## src/rtl/ifq_pkg.sv

```systemverilog
// Shared constants and entry layout for the IF/ID fetch queue.
// Optional feature macro used by the queue: IFQ_BYPASS_EN.
package ifq_pkg;

   localparam logic [31:0] NOP_INSTR     = 32'h0000_0000;
   localparam int          DEFAULT_DEPTH = 4;

   // Entry layout at the default 32-bit datapath width.
   typedef struct packed {
      logic [31:0] pc;
      logic [31:0] instr;
   } ifq_entry_t;

endpackage

```

## src/rtl/ifq_storage.sv

```systemverilog
// Entry array for the IF/ID queue: synchronous write, asynchronous read, no reset.
// Contents are don't-care after reset; occupancy lives in the parent.
module ifq_storage #(
   parameter int DEPTH = 4,
   parameter int W     = 64
) (
   input  logic                     i_clk,
   input  logic                     i_we,
   input  logic [$clog2(DEPTH)-1:0] i_waddr,
   input  logic [W-1:0]             i_wdata,
   input  logic [$clog2(DEPTH)-1:0] i_raddr,
   output logic [W-1:0]             o_rdata
);

   logic [W-1:0] mem_r [DEPTH];

   // Write the accepted fetch word into its slot.
   always_ff @(posedge i_clk) begin
      if (i_we) begin
         mem_r[i_waddr] <= i_wdata;
      end
   end

   assign o_rdata = mem_r[i_raddr];

endmodule

```

## src/rtl/if_id_queue.sv

```systemverilog
// IF/ID fetch queue: buffers {pc, instr} toward decode with back-pressure to fetch and redirect flush.
// Optional zero-latency bypass on an empty queue: define IFQ_BYPASS_EN.
module if_id_queue
   import ifq_pkg::*;
#(
   parameter int DEPTH  = DEFAULT_DEPTH,
   parameter int DATA_W = 32
) (
   input  logic                     i_clk,
   input  logic                     i_rst_n,
   input  logic [DATA_W-1:0]        i_fetch_pc,
   input  logic [DATA_W-1:0]        i_fetch_instr,
   input  logic                     i_flush,
   output logic                     o_pcWrite,
   output logic                     o_id_valid,
   input  logic                     i_id_ready,
   output logic [DATA_W-1:0]        o_id_pc,
   output logic [DATA_W-1:0]        o_id_instr,
   output logic [$clog2(DEPTH):0]   o_count
);

   localparam int PW = $clog2(DEPTH);
   localparam int CW = PW + 1;

   logic [PW-1:0]       wr_ptr_r;
   logic [PW-1:0]       rd_ptr_r;
   logic [CW-1:0]       count_r;
   logic                full_s;
   logic                empty_s;
   logic                bypass_s;
   logic                pcwrite_s;
   logic                push_s;
   logic                pop_s;
   logic [2*DATA_W-1:0] rd_data_s;

   // Handshake decode; flush dominates, and full depends only on registered count.
   always_comb begin
      full_s    = (count_r == CW'(DEPTH));
      empty_s   = (count_r == {CW{1'b0}});
`ifdef IFQ_BYPASS_EN
      bypass_s  = empty_s && i_id_ready && !i_flush;
`else
      bypass_s  = 1'b0;
`endif
      pcwrite_s = !full_s && !i_flush;
      push_s    = pcwrite_s && !bypass_s;
      pop_s     = !empty_s && i_id_ready && !i_flush;
   end

   ifq_storage #(
      .DEPTH (DEPTH),
      .W     (2*DATA_W)
   ) u_storage (
      .i_clk   (i_clk),
      .i_we    (push_s),
      .i_waddr (wr_ptr_r),
      .i_wdata ({i_fetch_pc, i_fetch_instr}),
      .i_raddr (rd_ptr_r),
      .o_rdata (rd_data_s)
   );

   // Pointers and occupancy; pointers wrap naturally, count separates full from empty.
   always_ff @(posedge i_clk or negedge i_rst_n) begin
      if (!i_rst_n) begin
         wr_ptr_r <= {PW{1'b0}};
         rd_ptr_r <= {PW{1'b0}};
         count_r  <= {CW{1'b0}};
      end else if (i_flush) begin
         rd_ptr_r <= wr_ptr_r;
         count_r  <= {CW{1'b0}};
      end else begin
         if (push_s) begin
            wr_ptr_r <= wr_ptr_r + PW'(1);
         end
         if (pop_s) begin
            rd_ptr_r <= rd_ptr_r + PW'(1);
         end
         case ({push_s, pop_s})
            2'b10:   count_r <= count_r + CW'(1);
            2'b01:   count_r <= count_r - CW'(1);
            default: count_r <= count_r;
         endcase
      end
   end

   // Head presentation: first-word-fall-through, NOP when empty unless bypassing.
   always_comb begin
      o_pcWrite = pcwrite_s;
      o_count   = count_r;
      if (!empty_s) begin
         o_id_valid = 1'b1;
         o_id_pc    = rd_data_s[2*DATA_W-1:DATA_W];
         o_id_instr = rd_data_s[DATA_W-1:0];
      end else if (bypass_s) begin
         o_id_valid = 1'b1;
         o_id_pc    = i_fetch_pc;
         o_id_instr = i_fetch_instr;
      end else begin
         o_id_valid = 1'b0;
         o_id_pc    = {DATA_W{1'b0}};
         o_id_instr = DATA_W'(NOP_INSTR);
      end
   end

endmodule

```

## config.mk

```make
export PLATFORM = sky130hd
export DESIGN_NAME = if_id_queue
export DESIGN_NICKNAME = d
export VERILOG_FILES = /design/src/rtl/ifq_pkg.sv /design/src/rtl/ifq_storage.sv /design/src/rtl/if_id_queue.sv
export SDC_FILE = /design/constraint.sdc
export NUM_CORES = 1
export LEC_CHECK = 0
export ABC_CLOCK_PERIOD_IN_PS = 3800
export CORE_ASPECT_RATIO = 0.75
export CORE_MARGIN = 5
export CORE_UTILIZATION = 50
export DETAILED_ROUTE_END_ITERATION = 12
export GPL_TIMING_DRIVEN = 0
export PLACE_DENSITY = 0.73
export SYNTH_ARGS = -nofsm -noshare
export SYNTH_HDL_FRONTEND = slang
export SYNTH_SLANG_ARGS = --single-unit
```

## constraint.sdc

```tcl
create_clock -name i_clk -period 3.8 [get_ports i_clk]
set_input_delay 0.76 -clock i_clk [delete_from_list [all_inputs] [get_ports i_clk]]
set_output_delay 0.76 -clock i_clk [all_outputs]
set_load 0.005 [all_outputs]
```

Word-level counts from Yosys, hierarchy flattened
Memory sizes are Yosys's and may differ from the RTL's.
Index checks and enable logic that the tools add are counted.

word-level totals
  RAM bits = 256
  flip-flop bits (word level) = 7
  output and inout bits = 69
  memories kept = 1

memory list
  memory           words  width  rd ports  clocked after Yosys merged registers in  wr ports  line               text
  u_storage.mem_r  4      64     1         0                                        1         ifq_storage.sv:15  logic [W-1:0] mem_r [DEPTH];

cells by class
  bitwise operators = 1
  mux-type cells = 9
  eq/ne operators = 3
  reductions and logical operators = 10
  add/sub/neg operators = 4

operators with widths
  cell                                                                 count
  32-bit 2-to-1 mux                                                    2
  3-bit case mux with 2 select lines                                   1
  2-bit by 1-bit adder with 2-bit output (second input constant)       2
  2-bit 2-to-1 mux                                                     2
  3-bit by 1-bit adder with 3-bit output (second input constant)       1
  3-bit == test (second input constant)                                1
  1-bit logical AND                                                    3
  1-bit logical NOT                                                    3
  3-bit logical NOT                                                    1
  1-bit 2-to-1 mux                                                     3
  3-bit 2-to-1 mux                                                     1
  3-bit nonzero test                                                   1
  3-bit by 1-bit subtractor with 3-bit output (second input constant)  1
  2-bit by 1-bit == test with 1-bit output (second input constant)     1
  2-bit == test (second input constant)                                1
  2-bit AND reduction                                                  1
  2-bit nonzero test                                                   1
  1-bit inverter                                                       1

Longest topological paths before layout
Gate-level depths: netlist of the first run.

  word-level depth = 7
  gate-level depth with buffers = 7
  depth with buffers taken out = 6

By module
Synthesis of the first run repeated with hierarchy kept, for this count alone.

unflattened totals
  cells, all modules = 451
  area, all modules = 10221.1 µm²

by module, submodules not included
  module       cells each  area an instance (µm²)  instances
  ifq_storage  338         9341.5                  1
  if_id_queue  113         879.6                   1

Worst setup path before layout of the first run
OpenSTA, ideal clock, no wires.

  path type = input to register
  start point = in i_flush
  end point = mem u_storage.mem_r[0][0] (enable)
  setup time = 0.429 ns
  setup slack = 0.633 ns
  stages = 3
  arrival time = 2.738 ns
  cells stage by stage = clkbuf_1 -> a21oi_2 -> and2_1

on the way
  word-level cells in the longest chain between the ends = 4

ends and longest elaborated chain
  item                                    line               text
  start: declaration                      if_id_queue.sv:13  input logic i_flush,
  1-bit logical NOT                       if_id_queue.sv:45  pcwrite_s = !full_s && !i_flush;
  1-bit logical AND                       if_id_queue.sv:45
  via o_pcWrite                           if_id_queue.sv:14  output logic o_pcWrite,
  1-bit 2-to-1 mux                        ifq_storage.sv:19  if (i_we) begin
  1-bit 2-to-1 mux (not written as such)  ifq_storage.sv:20  mem_r[i_waddr] <= i_wdata;
  end: declaration                        ifq_storage.sv:15

The timed path passes the listed nets, and every way through them passes these cells.

Worst setup path in the final report of the first run
  start point = reg count_r[1] (netlist: o_count[1])
  end point = out o_id_pc[24]

on the way
  word-level cells in the longest chain between the ends = 2

ends and longest elaborated chain
  item                      line               text
  start: declaration        if_id_queue.sv:27  logic [CW-1:0] count_r;
  start signal: assignment  if_id_queue.sv:67  count_r <= {CW{1'b0}};
  start signal: assignment  if_id_queue.sv:70  count_r <= {CW{1'b0}};
  start signal: assignment  if_id_queue.sv:79  2'b10: count_r <= count_r + CW'(1);
  3-bit logical NOT         if_id_queue.sv:39  empty_s = (count_r == {CW{1'b0}});
  32-bit 2-to-1 mux         if_id_queue.sv:90  if (!empty_s) begin
  end: declaration          if_id_queue.sv:17  output logic [DATA_W-1:0] o_id_pc,

Every way passes these cells.

==> metrics.txt, run 1 <==
status=finished clean; Total Wirelength=about 19 mm; gpl congestion=0.759; combinational group share of total power=0.292; setup ws final=360 ps; Synth Warn #=0; CP max FO=10; Seq pwr share=0.417; CP Launch Type=flop; H-tree depth=1; Hold Buf Count CTS=0; DR pass1 iterations=5; layout net count=696; Post-synth EDFFs=approximately 260; cts bufs inserted=26; register area share after synthesis=0.775; Remaining Overflow, GRT=0; most frequent CP cell=clkbuf_2; post-synthesis register bit count=263; overall power=around 9400 uW; Setup CP Type=reg2out; Critical Path Max Stage Delay=between 500 and 600 ps; first-pass GRT wire length=~31 mm; Compound-Gate Fraction of Synth Area=0.00678; top-area cell type share of the netlist area=0.758; layout cells sized above 1=0.208; Max-Cap Viols=0; clock slew seen by the registers of the worst setup and hold paths=60 ps; vias per cell=5.44; Peak VDD IR=0.460 mV; die span in y=approximately 130 um; I/O Buffers=135; Post-Route Utilization=0.639; DRC=0; row count=45; Peak Freq=0.291 GHz; cell with the most instances after synthesis=edfxtp_1; Finished Layout Cells=901; clock sinks=263; Final setup viols=0; Synth async-reset ratio=0.0266; max-slew violation count=0; Via Count=around 4900; clock latency at the later pin of the worst-skew pair=520 ps; minimum clock period=3440 ps; vias in the first global route=5505; Avg WL per Cell=21.6 um; initial core utilization=0.505; die area=23300 um2; HP Class=in2async; post-CTS setup buffer count=0; Int Pwr=7030 uW; CP Data Arrival Time=2680 ps; syn_area_per_cell=22.2 um2; largest area contributor in the netlist=edfxtp_1; Post-Syn Nets=about 530; Synth Area in XOR/XNOR=0.00259; Synth top cells by count=edfxtp_1 (256), and2_1 (68), mux4_2 (64); fin crit share=0.905; die width=174 um; worst rel slew slack=0.561; Crit. End Element=primary output; Adder-Cell Fraction of Synth Area=0.00691; Post-Syn Area=slightly above 10000 um2; Core ar.=20100 um2; IO Count=roughly 140; Resize count post-CTS=0; worst path cell trace=clkbuf_1 -> or3_1 -> clkbuf_2 -> clkbuf_2 -> and2_1 -> clkdlybuf4s50_1; top cells by area, synth=edfxtp_1 (76%), mux4_2 (14%), and2_1 (4.2%); placed cell areas=roughly 12000 um2; worst slew pin tran=658 ps; fill count=roughly 1400; largest family of logic cells by synthesized area=multiplexers; CP Data Required Time=3040 ps; # diodes=0; Total GRT Usage=0.170; Synth Flop Type=edfxtp_1; placed cell count=roughly 850; post-synthesis simple-gate area fraction=0.0497; area delta synth->final=26.7%; mux cell area share after synthesis=0.143; Sw Share=0.250; post-DP HPWL=11.9 mm; Final Skew=roughly 25 ps; violation count after the first detailed-route iteration=roughly 440; Mapped Cells=456; unrepaired setup endpoints after global routing=no; CTS tree=done; largest net degree at the start of global routing=47; final hold violation count=0; Post-Place Setup Slack=880 ps; pwr dens=730 nW/um2; Synth cell types=28; Post-DRT Antenna Nets=0; Leakage=0.00423 uW; clock power share=0.291; Root Driver=clkbuf_16; antenna violations before repair=0; clk buf depth=3; final instance area=12900 um2; slowest CP cell=clkdlybuf4s50_1; net switching power=approximately 2300 uW
## metal layers
metal | track usage | vias to the layer above | wire, um
met4 | 0.0286 | 0 | 262
met2 | 0.274 | 182 | 9440
met5 | 0 | - | 0
met3 | 0.0496 | 27 | 1560
met1 | 0.239 | 2503 | 8210
li1 | - | 2192 | -
## power groups by stage
stage	logic, uW	clock network (uW)	registers [uW]
global placement	2680	0	4010
detailed placement	2800	0	3970
finish	2740	2730	3910
global route	2980	2920	3960
floorplan	1570	0	3960
CTS	2820	2790	3920
## metrics by stage
stage | hold slack (ps) | setup TNS [ps]
3_5_place_dp | 551 | 0
2_1_floorplan | 464 | 0
3_3_place_gp | 530 | -170360
6_report | 505 | 0
4_1_cts | 491 | 0
5_1_grt | 510 | 0
## cell usage in the layout, fill, tap and decap left out, types with 2 or more instances in the layout
cell,n
and2_1,64
and2_4,4
nor3_1,2
xor2_1,2
clkinvlp_4,2
clkinv_2,2
a21oi_1,5
edfxtp_1,256
ha_1,4
o21ai_0,2
or3b_2,2
buf_12,2
clkbuf_2,5
clkbuf_1,12
inv_1,3
buf_6,5
buf_16,2
nand2_1,3
nand2b_1,2
clkdlybuf4s50_1,135
buf_2,10
clkbuf_16,27
clkinv_1,3
bufinv_16,6
dfrtp_1,7
mux4_2,64
## cell families after synthesis
kind of cell | count (synthesis)
DFF | 263
and+or+nand+nor | 81
muxes | 65
buffers and inverters | 28
AOI/OAI and AO/OA | 11
adders and majority gates | 5
xor gates and xnor gates | 3
## layout make-up
cell class	count	area, um2	share of cell area
flip-flops and latches	263	7860	0.612
multi-input cells	165	2130	0.166
repair buffers	139	1450	0.113
clock buffers	34	702	0.0546
well taps	258	323	0.0251
clock inverters	14	225	0.0175
plain buffers	25	150	0.0117
inverters	3	11.3	0.000876
## final timing paths
path,from,to,slack [ps],depth (start not counted)
max in group asynchronous,i_rst_n,rd_ptr_r[1],3050,1
worst min-delay path,i_rst_n,o_count[1],500,1
worst max-delay path,o_count[1],o_id_pc[24],360,6
min in group i_clk,wr_ptr_r[0],rd_ptr_r[0],570,2
worst max register to register,o_count[1],u_storage.mem_r[2][47],1330,5
worst min register to register,wr_ptr_r[0],rd_ptr_r[0],570,2
## sequential cells by signal, indices dropped and copies added, names as in the netlist
| name | flops |
|---|---|
| wr_ptr_r | 2 |
| u_storage.mem_r | 256 |
| o_count | 3 |
| rd_ptr_r | 2 |
## critical path, delay by kind of cell, from the launching register on
| kind | cells | cell delay [ps] |
|---|---|---|
| and+or+nand+nor | 2 | 380 |
| DFF | 1 | 400 |
| buffers and inverters | 4 | 1390 |
No activity file was read; power rests on OpenSTA's default activity.
==> inputs of run 2 (changes only) <==
Settings changed: RECOVER_POWER set to 25.
==> metrics.txt, run 2 (synthesis gave the netlist of run 1 again) <==
clock sinks=263 (unchanged); Core ar.=20100 um2 (unchanged); worst path cell trace=clkbuf_1 -> or3_1 -> clkbuf_2 -> clkbuf_2 -> and2_1 -> clkdlybuf4s50_1; pwr dens=729 nW/um2 (about the same); Setup CP Type=reg2out; Total Wirelength=19.5 mm (+0.24%); I/O Buffers=135 (unchanged); post-CTS setup buffer count=0 (unchanged); max-slew violation count=0 (unchanged); Peak VDD IR=0.461 mV (+0.28%); die area=23300 um2 (unchanged); worst reg-to-reg path cell count=5 (unchanged); Final Skew=22.5 ps (-2.05 ps); CP Data Arrival Time=2690 ps (about the same); Max-Cap Viols=0 (unchanged); clock slew seen by the registers of the worst setup and hold paths=60 ps (about the same); Register Area=7860 um2 (unchanged); worst slew pin tran=671 ps (+12.6 ps); slowest CP cell=clkdlybuf4s50_1; Avg WL per Cell=21.6 um (+0.13%); DRC=0 (unchanged); layout cells sized above 1=0.208 (unchanged); most frequent CP cell=clkbuf_2; Total GRT Usage=0.170 (unchanged); vias in the first global route=5505 (unchanged); DR pass1 iterations=5 (unchanged); CP max FO=10 (unchanged); worst rel slew slack=0.553 (-0.00842); post-DP HPWL=11.9 mm (unchanged); HP Class=reg2reg; CP top delay family=buffers and inverters; H-tree depth=1 (unchanged); minimum clock period=3450 ps (+11.0 ps); Hold Buf Count CTS=0 (unchanged); overall power=9380 uW (about the same); Final setup viols=0 (unchanged); Resize count post-CTS=0 (unchanged); cts bufs inserted=26 (unchanged); clk buf depth=3 (unchanged); CP Data Required Time=3040 ps (about the same); unrepaired setup endpoints after global routing=no; most frequent cells in the layout=edfxtp_1 (256), clkdlybuf4s50_1 (98), mux4_2 (64), and2_1 (64), dlygate4sd3_1 (37); CP bufs+invs=4 (unchanged); row count=45 (unchanged); largest register by flop count=u_storage.mem_r; WHS Path Cells=2; Post-DRT Antenna Nets=0 (unchanged); largest net degree at the start of global routing=47 (unchanged); fin crit share=0.908 (+0.00289); violation count after the first detailed-route iteration=473 (+7.3%); area delta synth->final=26.7% (about the same); vias per cell=5.47 (+0.54%); clock latency at the later pin of the worst-skew pair=520 ps (about the same); Critical Path Max Stage Delay=520 ps (about the same); die span in y=133 um (unchanged); fill count=1352 (unchanged); CP Launch Type=flop; Remaining Overflow, GRT=0 (unchanged); Crit. End Element=primary output; die width=174 um (unchanged); commonest non-fill, non-tap cell in the layout=edfxtp_1; layout net count=696 (unchanged); Root Driver=clkbuf_16; initial core utilization=0.505 (unchanged); multi-input combinational cell area=2130 um2 (unchanged); Peak Freq=0.290 GHz (-0.32%); final hold violation count=0 (unchanged); IO Count=137 (unchanged); status=finished clean; antenna violations before repair=3 (+3); WP depth=6 (unchanged); first-pass GRT wire length=30.9 mm (unchanged); Via Count=4936 (+0.65%); Hold WS=568 ps (+63.0 ps); max reg flops=256 (unchanged); Leakage=0.00424 uW (+0.23%); CTS tree=done; gpl congestion=0.759 (unchanged)
[run 2: final timing paths]
path / slack (ps) / end / from
worst min register to register: 570 / rd_ptr_r[0] / wr_ptr_r[0]
min in group asynchronous: 580 / rd_ptr_r[0] / i_rst_n
worst min-delay path: 570 / rd_ptr_r[0] / wr_ptr_r[0]
worst max-delay path: 350 / o_id_pc[11] / o_count[1]
max in group asynchronous: 2970 / rd_ptr_r[1] / i_rst_n
worst max register to register: 1330 / u_storage.mem_r[2][47] / o_count[1]
[run 2: area by class of cell]
class	instances	share of cell area
Multi-Input combinational cell	165	0.166
Clock inverter	14	0.0175
Tap cell	258	0.0251
Buffer	25	0.0117
Sequential cell	263	0.612
Timing Repair Buffer	139	0.113
Antenna cell	1	0.000195
Clock buffer	34	0.0546
Inverter	3	0.000876
[run 2: through the flow]
step / util / worst slack [ps] / setup TNS, ps / cells / area (um2)
floorplan: - / 633 / 0 / 456 / 10100
global placement: 0.588 / -687 / -170360 / 849 / 11800
detailed placement: 0.593 / 880 / 0 / 853 / 11900
CTS: 0.639 / 305 / 0 / 901 / 12900
global route: 0.640 / 155 / 0 / 902 / 12900
finish: 0.640 / 349 / 0 / 902 / 12900
[run 2: metal layers]
metal	track usage	up-vias	wire length (um)
li1	-	2194	-
met1	0.239	2512	8280
met2	0.274	195	9420
met3	0.0496	31	1540
met4	0.0286	4	264
met5	0	-	21
[run 2: power by group]
| part | internal (uW) | switching, uW | leakage (uW) |
|---|---|---|---|
| combinational | 1530 | 1200 | 0.00136 |
| clock | 1710 | 1020 | 0.000443 |
| sequential | 3790 | 126 | 0.00244 |
[run 2: worst reg2reg max path: stages (launching register included)]
cell      delay (ps)
dfrtp_1          400
clkbuf_1         320
nor2_1           150
a21oi_2          370
and2_4           570
buf_12           300
==> inputs of run 3 (changes only) <==
Settings changed: DONT_BUFFER_PORTS set to 1, GPL_ROUTABILITY_DRIVEN set to 1, PLACE_DENSITY 0.73 to 0.64.
==> metrics.txt, run 3 (synthesis gave the netlist of run 1 again) <==
status=finished clean; CP Data Required Time=3040 ps (about the same); die width=174 um (unchanged); net switching power=2180 uW (-7.4%); vias per cell=5.67 (+3.7%); clock sinks=263 (unchanged); Finished Layout Cells=763 (-15%); vias in the first global route=4576 (-17%); Final setup viols=0 (unchanged); Total Wirelength=18.0 mm (-8.0%); Crit. End Element=primary output; commonest non-fill, non-tap cell in the layout=edfxtp_1; Setup CP Type=reg2out; clock power share=0.291 (about the same); clock slew seen by the registers of the worst setup and hold paths=60 ps (about the same); max-slew violation count=0 (unchanged); cts bufs inserted=25 (-3.8%); fill count=1451 (+7.3%); IO Count=137 (unchanged); clk buf depth=3 (unchanged); combinational group share of total power=0.244 (-0.047); most frequent cells in the layout=edfxtp_1 (256), mux4_2 (64), and2_1 (64); Remaining Overflow, GRT=0 (unchanged); setup ws final=772 ps (+423 ps); multi-input combinational cell area=2130 um2 (unchanged); CP max FO=10 (unchanged); CP Data Arrival Time=2270 ps (-420 ps); Core ar.=20100 um2 (unchanged); worst rel slew slack=0.577 (+0.0240); area delta synth->final=12.2%; layout cells sized above 1=0.259 (+0.0510); Post-Place Setup Slack=1220 ps (+339 ps); Final Skew=11.9 ps (-10.6 ps); violation count after the first detailed-route iteration=280 (-41%); largest register by flop count=u_storage.mem_r; CTS tree=done; Seq pwr share=0.464 (+0.047); largest net degree at the start of global routing=34 (-28%); Via Count=4329 (-12%); row count=45 (unchanged); antenna violations before repair=0 (-3); H-tree depth=1 (unchanged); max reg flops=256 (unchanged); pwr dens=739 nW/um2 (+1.4%); first-pass GRT wire length=27.8 mm (-10%); final hold violation count=0 (unchanged); Total GRT Usage=0.154 (-0.0159); gpl congestion=0.735 (-3.2%); Peak VDD IR=0.484 mV (+4.9%); die span in y=133 um (unchanged); Max-Cap Viols=0 (unchanged); placed cell count=718 (-16%); Sw Share=0.259 (+0.00792); die area=23300 um2 (unchanged); unrepaired setup endpoints after global routing=no; Peak Freq=0.330 GHz (+14%); DR pass1 iterations=4 (-1); Leakage=0.00367 uW (-13%); initial core utilization=0.505 (unchanged); CP Launch Type=flop; minimum clock period=3030 ps (-423 ps); fin crit share=0.797 (-0.111); Root Driver=clkbuf_16; Register Area=7860 um2 (unchanged); worst slew pin tran=635 ps (-35.9 ps); HP Class=in2reg; post-DP HPWL=11.1 mm (-6.2%); Post-DRT Antenna Nets=0 (unchanged); Int Pwr=6240 uW (-11%); I/O Buffers=0 (-100%); clock latency at the later pin of the worst-skew pair=500 ps (-20 ps); layout net count=561 (-19%); DRC=0 (unchanged); # diodes=0 (-1); Avg WL per Cell=23.5 um (+8.8%)
[run 3: metal layers]
layer,track usage,part of all wire,vias up
met1,0.212,0.42,2249
met4,0.0334,0.017,0
met2,0.241,0.47,146
met5,0,0,-
met3,0.0562,0.094,22
li1,-,-,1912
[run 3: final timing paths]
check / start / end / slack, ps / cells after the start
max in group asynchronous: i_rst_n / rd_ptr_r[0] / 2940 / 1
worst max register to register: o_count[1] / u_storage.mem_r[0][44] / 1360 / 5
worst min-delay path: i_fetch_instr[30] / u_storage.mem_r[1][30] / 350 / 0
min in group asynchronous: i_rst_n / wr_ptr_r[1] / 590 / 1
worst min register to register: wr_ptr_r[0] / rd_ptr_r[0] / 570 / 2
worst max-delay path: o_count[1] / o_id_pc[27] / 770 / 5
[run 3: final cells by class]
cell class / instances / area share
Tap cell: 258 / 0.0284
Sequential cell: 263 / 0.691
Buffer: 25 / 0.0132
Multi-Input combinational cell: 165 / 0.187
Timing Repair Buffer: 5 / 0.00791
Clock buffer: 36 / 0.0612
Inverter: 3 / 0.000989
Clock inverter: 8 / 0.0103
[run 3: through the flow]
stage | power (uW) | hold WS (ps) | util | instance area, um2 | setup TNS (ps)
after floorplan | 5530 | 464 | - | 10100 | 0
after global placement | 6060 | 465 | 0.521 | 10500 | -173690
after detailed placement | 6100 | 465 | 0.525 | 10600 | 0
after CTS | 8560 | 320 | 0.566 | 11400 | 0
after global routing | 8850 | 312 | 0.566 | 11400 | 0
final | 8410 | 345 | 0.566 | 11400 | 0
[run 3: power groups by stage]
stage / clock network, uW / registers [uW] / logic [uW]
after floorplan: 0 / 3960 / 1570
after global placement: 0 / 4010 / 2040
after detailed placement: 0 / 3970 / 2130
after CTS: 2510 / 3910 / 2140
after global routing: 2640 / 3950 / 2260
final: 2450 / 3910 / 2060
[run 3: timing repair]
| item | 4_1_cts | 5_1_grt |
|---|---|---|
| hold buffers | 1 | 0 |
| endpoints found under the hold margin | 7 | 0 |
| resized for setup | 0 | 0 |
| setup buffers | 0 | 0 |
[run 3: critical path, stage by stage, from the launching register on]
cell	delay (ps)
dfrtp_1	440
clkbuf_1	210
or3_1	360
clkbuf_2	270
clkbuf_2	270
and2_1	210
==> RTL change 1 (settings of run 1) <==
The parameter `DATA_W` goes from 32 to 64.
--- a/src/rtl/if_id_queue.sv
+++ b/src/rtl/if_id_queue.sv
@@ -4,7 +4,7 @@
    import ifq_pkg::*;
 #(
    parameter int DEPTH  = DEFAULT_DEPTH,
-   parameter int DATA_W = 32
+   parameter int DATA_W = 64
 ) (
    input  logic                     i_clk,
    input  logic                     i_rst_n,
Interface: changed (resized i_fetch_instr, i_fetch_pc, o_id_instr and o_id_pc); port bits go from 137 to 265. No check against the original RTL was run, so the function may have changed too.
==> RTL change 1 against run 1 <==
Die area is 88% higher; worst hold slack worse by 0.025 ns; combinational power is 100% higher; area after synthesis is 95% higher; power is 93% higher; sequential power is 97% higher; non-clock buffer count is 153 higher; sequential cell count is 256 higher; worst setup slack worse by 0.23 ns; final cell count is 94% higher; design area is 94% higher; critical path depth stayed put; global-route usage is 1.4 points higher; highest routed layer is now met5; wire length is 110% higher.
==> RTL change 1: results (changes against run 1) <==
Clock network
  • Post-CTS Resized: 3 (+3)
  • CTS buffer count: 50 (+92%)

Run status
  • Outcome: finished clean

Global route
  • First-pass GRT wire length: 61460 µm (+99%)
  • GRT Total Usage: 18.42% (+1.4 points)
  • Initial antenna violation count: 4 (+4)
  • Pin count of the biggest net entering global routing: 58 (+23%)
  • Met2 usage: 30.17% (+2.8 points)

Logic synthesis
  • Mux contribution to synthesized area: 14.61% (+0.29 points)
  • Synth top cells by count: 512 x edfxtp_1, 132 x and2_1, 128 x mux4_2
  • Compound-Gate Fraction of Synth Area: 0.3474% (-0.33 points)
  • Async S/R FF share, synth: 1.349% (-1.3 points)
  • Number of synthesized flops with an enable pin: 512 (+100%)
  • XOR/XNOR Fraction of Synth Area: 0.1326% (-0.13 points)
  • Syn nets: 999 (+89%)
  • Adder-cell share of the synthesized area: 0.3537% (-0.34 points)

Drt
  • Met3 wire length: 2876 µm (+84%)
  • DR WL/cell: 23.00 µm (+6.4%)
  • Iteration-0 DRC Markers: 778 (+76%)
  • First-pass iteration count of the detailed router: 4 (-1)
  • Top Metal Used: met5

Power
  • Sequential Power Share: 42.5% (+0.8 points)
  • Switching Power: 4.662 mW (+99%)

STA
  • Relative slew slack: 55.30% (-0.81 points)
  • Hold WS: 0.4795 ns (-0.02520 ns)

Final layout
  • NumNets Final: 1321 (+90%)
  • Filler instances: 2637 (+95%)
  • Share of layout cells above drive strength 1: 19.85% (-0.99 points)

Setup path
  • CP Max Fanout: 11 (+1)
  • Worst-case reg-to-reg path depth: 6 (+1)

Place
  • RD Place Congestion: 0.7189 (-5.3%)
  • DP Wirelength: 25160 µm (+110%)
RTL change 1: area by class of cell:
class / count / share of cell area (%)
Buffer: 46 / 1.147
Antenna cell: 2 / 0.02004
Multi-Input combinational cell: 293 / 15.91
Sequential cell: 519 / 62.26
Inverter: 3 / 0.04509
Clock buffer: 67 / 5.520
Tap cell: 520 / 2.605
Clock inverter: 25 / 1.072
Timing Repair Buffer: 271 / 11.42
RTL change 1: per-stage QoR:
| stage | power, mW | cells | area (µm²) | setup TNS, ns | setup slack [ns] |
|---|---|---|---|---|---|
| 2_1_floorplan | 10.87 | 862 | 19810 | 0 | 0.5406 |
| 3_3_place_gp | 13.30 | 1645 | 23100 | -405.43 | -0.8420 |
| 3_5_place_dp | 13.42 | 1653 | 23320 | 0 | 0.3711 |
| 4_1_cts | 18.38 | 1745 | 24970 | 0 | 0.06768 |
| 5_1_grt | 18.99 | 1746 | 24980 | -0.2934 | -0.06296 |
| 6_report | 18.11 | 1746 | 24980 | 0 | 0.1334 |
==> RTL change 2 (flow settings as in run 1) <==
Without the edit above. Make the reset (`i_rst_n`) synchronous in one clocked block. Comments in the files are not updated.
--- a/src/rtl/if_id_queue.sv
+++ b/src/rtl/if_id_queue.sv
@@ -60,7 +60,7 @@
    );
 
    // Pointers and occupancy; pointers wrap naturally, count separates full from empty.
-   always_ff @(posedge i_clk or negedge i_rst_n) begin
+   always_ff @(posedge i_clk) begin
       if (!i_rst_n) begin
          wr_ptr_r <= {PW{1'b0}};
          rd_ptr_r <= {PW{1'b0}};
Function: differs if i_rst_n is asserted again (counterexample within 4 cycles, from zero or initial values and one cycle with i_rst_n low); with i_rst_n held inactive, the same outputs for 4 cycles.
==> RTL change 2 against run 1 <==
Count of clock-buffer cells in the layout is the same; worst setup slack got worse by 0.11 ns; wire length shrank 1.6%; clock skew is 0.015 ns lower; design area up 0.62%; area after synthesis up 0.69%; sequential cell count increased by 2; first-iteration DRC count grew 17%; highest routed layer is now met5; final cell count rose by 0.33%.
Power is not compared: it rests on default switching activity, and its combinational part moved more than twofold at a synthesized area within 25%.
==> RTL change 2: results (changes against run 1) <==
Logic synthesis
  • Syn nets: 532 (+0.57%)
  • Register area share after synthesis: 77.01% (-0.48 points)
  • Synth top cells by count: 256 x edfxtp_1, 68 x and2_1, 60 x mux4_2
  • Most area-consuming cells after synthesis: edfxtp_1 75%, mux4_2 13%, and2_1 4.2%, dfxtp_1 1.8%, buf_12 1.2%
  • Netlist cell types: 23 (-18%)

Drt
  • Metal2 WL: 9263 µm (-1.9%)
  • Routed via count: 4917 (+0.27%)
  • Met3 wire length: 1545 µm (-1.2%)
  • First-pass iteration count of the detailed router: 4 (-1)
  • Top Metal Used: met5
  • Iteration-0 DRC Markers: 516 (+17%)
  • DR WL/cell: 21.20 µm (-1.9%)

Floorplanning
  • Core area: 20160 µm² (+0.28%)

Setup path
  • End point of the critical path: o_id_pc[12]
  • R2R Setup Slk: 1.60 ns (+0.27 ns)
  • RR Endpoint: u_storage.mem_r[0][34]$_DFFE_PP_
  • Worst-case reg-to-reg path depth: 4 (-1)
  • CP Data Arrival Time: 2.79 ns (+0.11 ns)
  • Crit path from: o_count[2]$_SDFFE_PP0P_
  • Reg-to-Reg Start: o_count[0]$_SDFFE_PP0P_

STA
  • Worst clock skew: 0.009604 ns (-0.01492 ns)
  • Relative slew slack: 57.12% (+1.0 points)

Global route
  • Initial antenna violation count: 1 (+1)
  • GRT Total Usage: 16.25% (-0.76 points)
  • First-pass GRT wire length: 29480 µm (-4.7%)
  • Number of global-route vias before repair: 5200 (-5.5%)
  • Pin count of the biggest net entering global routing: 41 (-13%)

Final layout
  • Share of layout cells above drive strength 1: 18.42% (-2.4 points)
  • N_diodes: 0 (unchanged)
  • Reg with most FFs: u_storage.mem_r
  • NumNets Final: 700 (+0.57%)

Run status
  • Outcome: finished clean

Place
  • DP Wirelength: 11830 µm (-0.41%)
  • PortBufs: 136 (+0.74%)
  • Placed cell areas: 12010 µm² (+0.67%)

Hold path
  • Hold Crit Class: reg2reg
-- RTL change 2: worst min path at each step --
stage	start	endpoint	slack, ns	cells past startpoint
floorplan	wr_ptr_r[1]$_SDFFE_PN0P_	wr_ptr_r[1]$_SDFFE_PN0P_	0.48	2
global placement	wr_ptr_r[1]$_SDFFE_PN0P_	wr_ptr_r[1]$_SDFFE_PN0P_	0.49	2
detailed placement	wr_ptr_r[0]$_SDFFE_PN0P_	wr_ptr_r[0]$_SDFFE_PN0P_	0.52	2
CTS	wr_ptr_r[0]$_SDFFE_PN0P_	wr_ptr_r[0]$_SDFFE_PN0P_	0.52	2
global route	wr_ptr_r[0]$_SDFFE_PN0P_	wr_ptr_r[0]$_SDFFE_PN0P_	0.56	2
finish	wr_ptr_r[0]$_SDFFE_PN0P_	wr_ptr_r[0]$_SDFFE_PN0P_	0.53	2
-- RTL change 2: power breakdown --
part / internal (mW) / switching [mW] / leakage, nW
sequential: 3.34 / 0.0286 / 2.42
clock: 1.71 / 1.02 / 0.448
combinational: 0.328 / 0.261 / 1.33
total: 5.38 / 1.31 / 4.21
-- RTL change 2: metal layers --
metal / track usage (%) / vias up
met5: 0 / -
met3: 4.987 / 28
li1: - / 2202
met2: 26.42 / 166
met4: 3.053 / 2
met1: 22.33 / 2519
-- RTL change 2: through the flow --
| stage | setup slack, ns | instances |
|---|---|---|
| global placement | -1.016 | 852 |
| finish | 0.2482 | 904 |
| CTS | 0.1361 | 904 |
| floorplan | 0.7183 | 458 |
| global route | 0.01092 | 904 |
| detailed placement | 0.6880 | 856 |
-- RTL change 2: logic make-up (layout without fill, tap and decap cells) --
logic type / after synthesis / in the layout / share of synthesized area [%]
muxes: 66 / 66 / 14.45
adders and majority gates: 6 / 6 / 0.8083
buffers and inverters: 28 / 216 / 2.143
and+or+nand+nor: 79 / 79 / 4.617
AOI/OAI and AO/OA: 10 / 10 / 0.6246
DFF: 265 / 265 / 77.01
xor gates and xnor gates: 4 / 4 / 0.3429
-- RTL change 2: final cells by class --
| class | count | area [µm²] |
|---|---|---|
| well taps | 258 | 322.8 |
| repair buffers | 140 | 1456 |
| multi-input cells | 165 | 2140 |
| fillers | 1370 | 7224 |
| inverters | 7 | 26.28 |
| clock inverters | 14 | 225.2 |
| clock buffers | 34 | 701.9 |
| plain buffers | 21 | 192.7 |
| flip-flops and latches | 265 | 7868 |
-- RTL change 2: tightest hold or removal path, stage by stage, from the launching register on --
cell     delay (ns)
dfxtp_1        0.35
nand2_1        0.07
mux2i_1        0.06
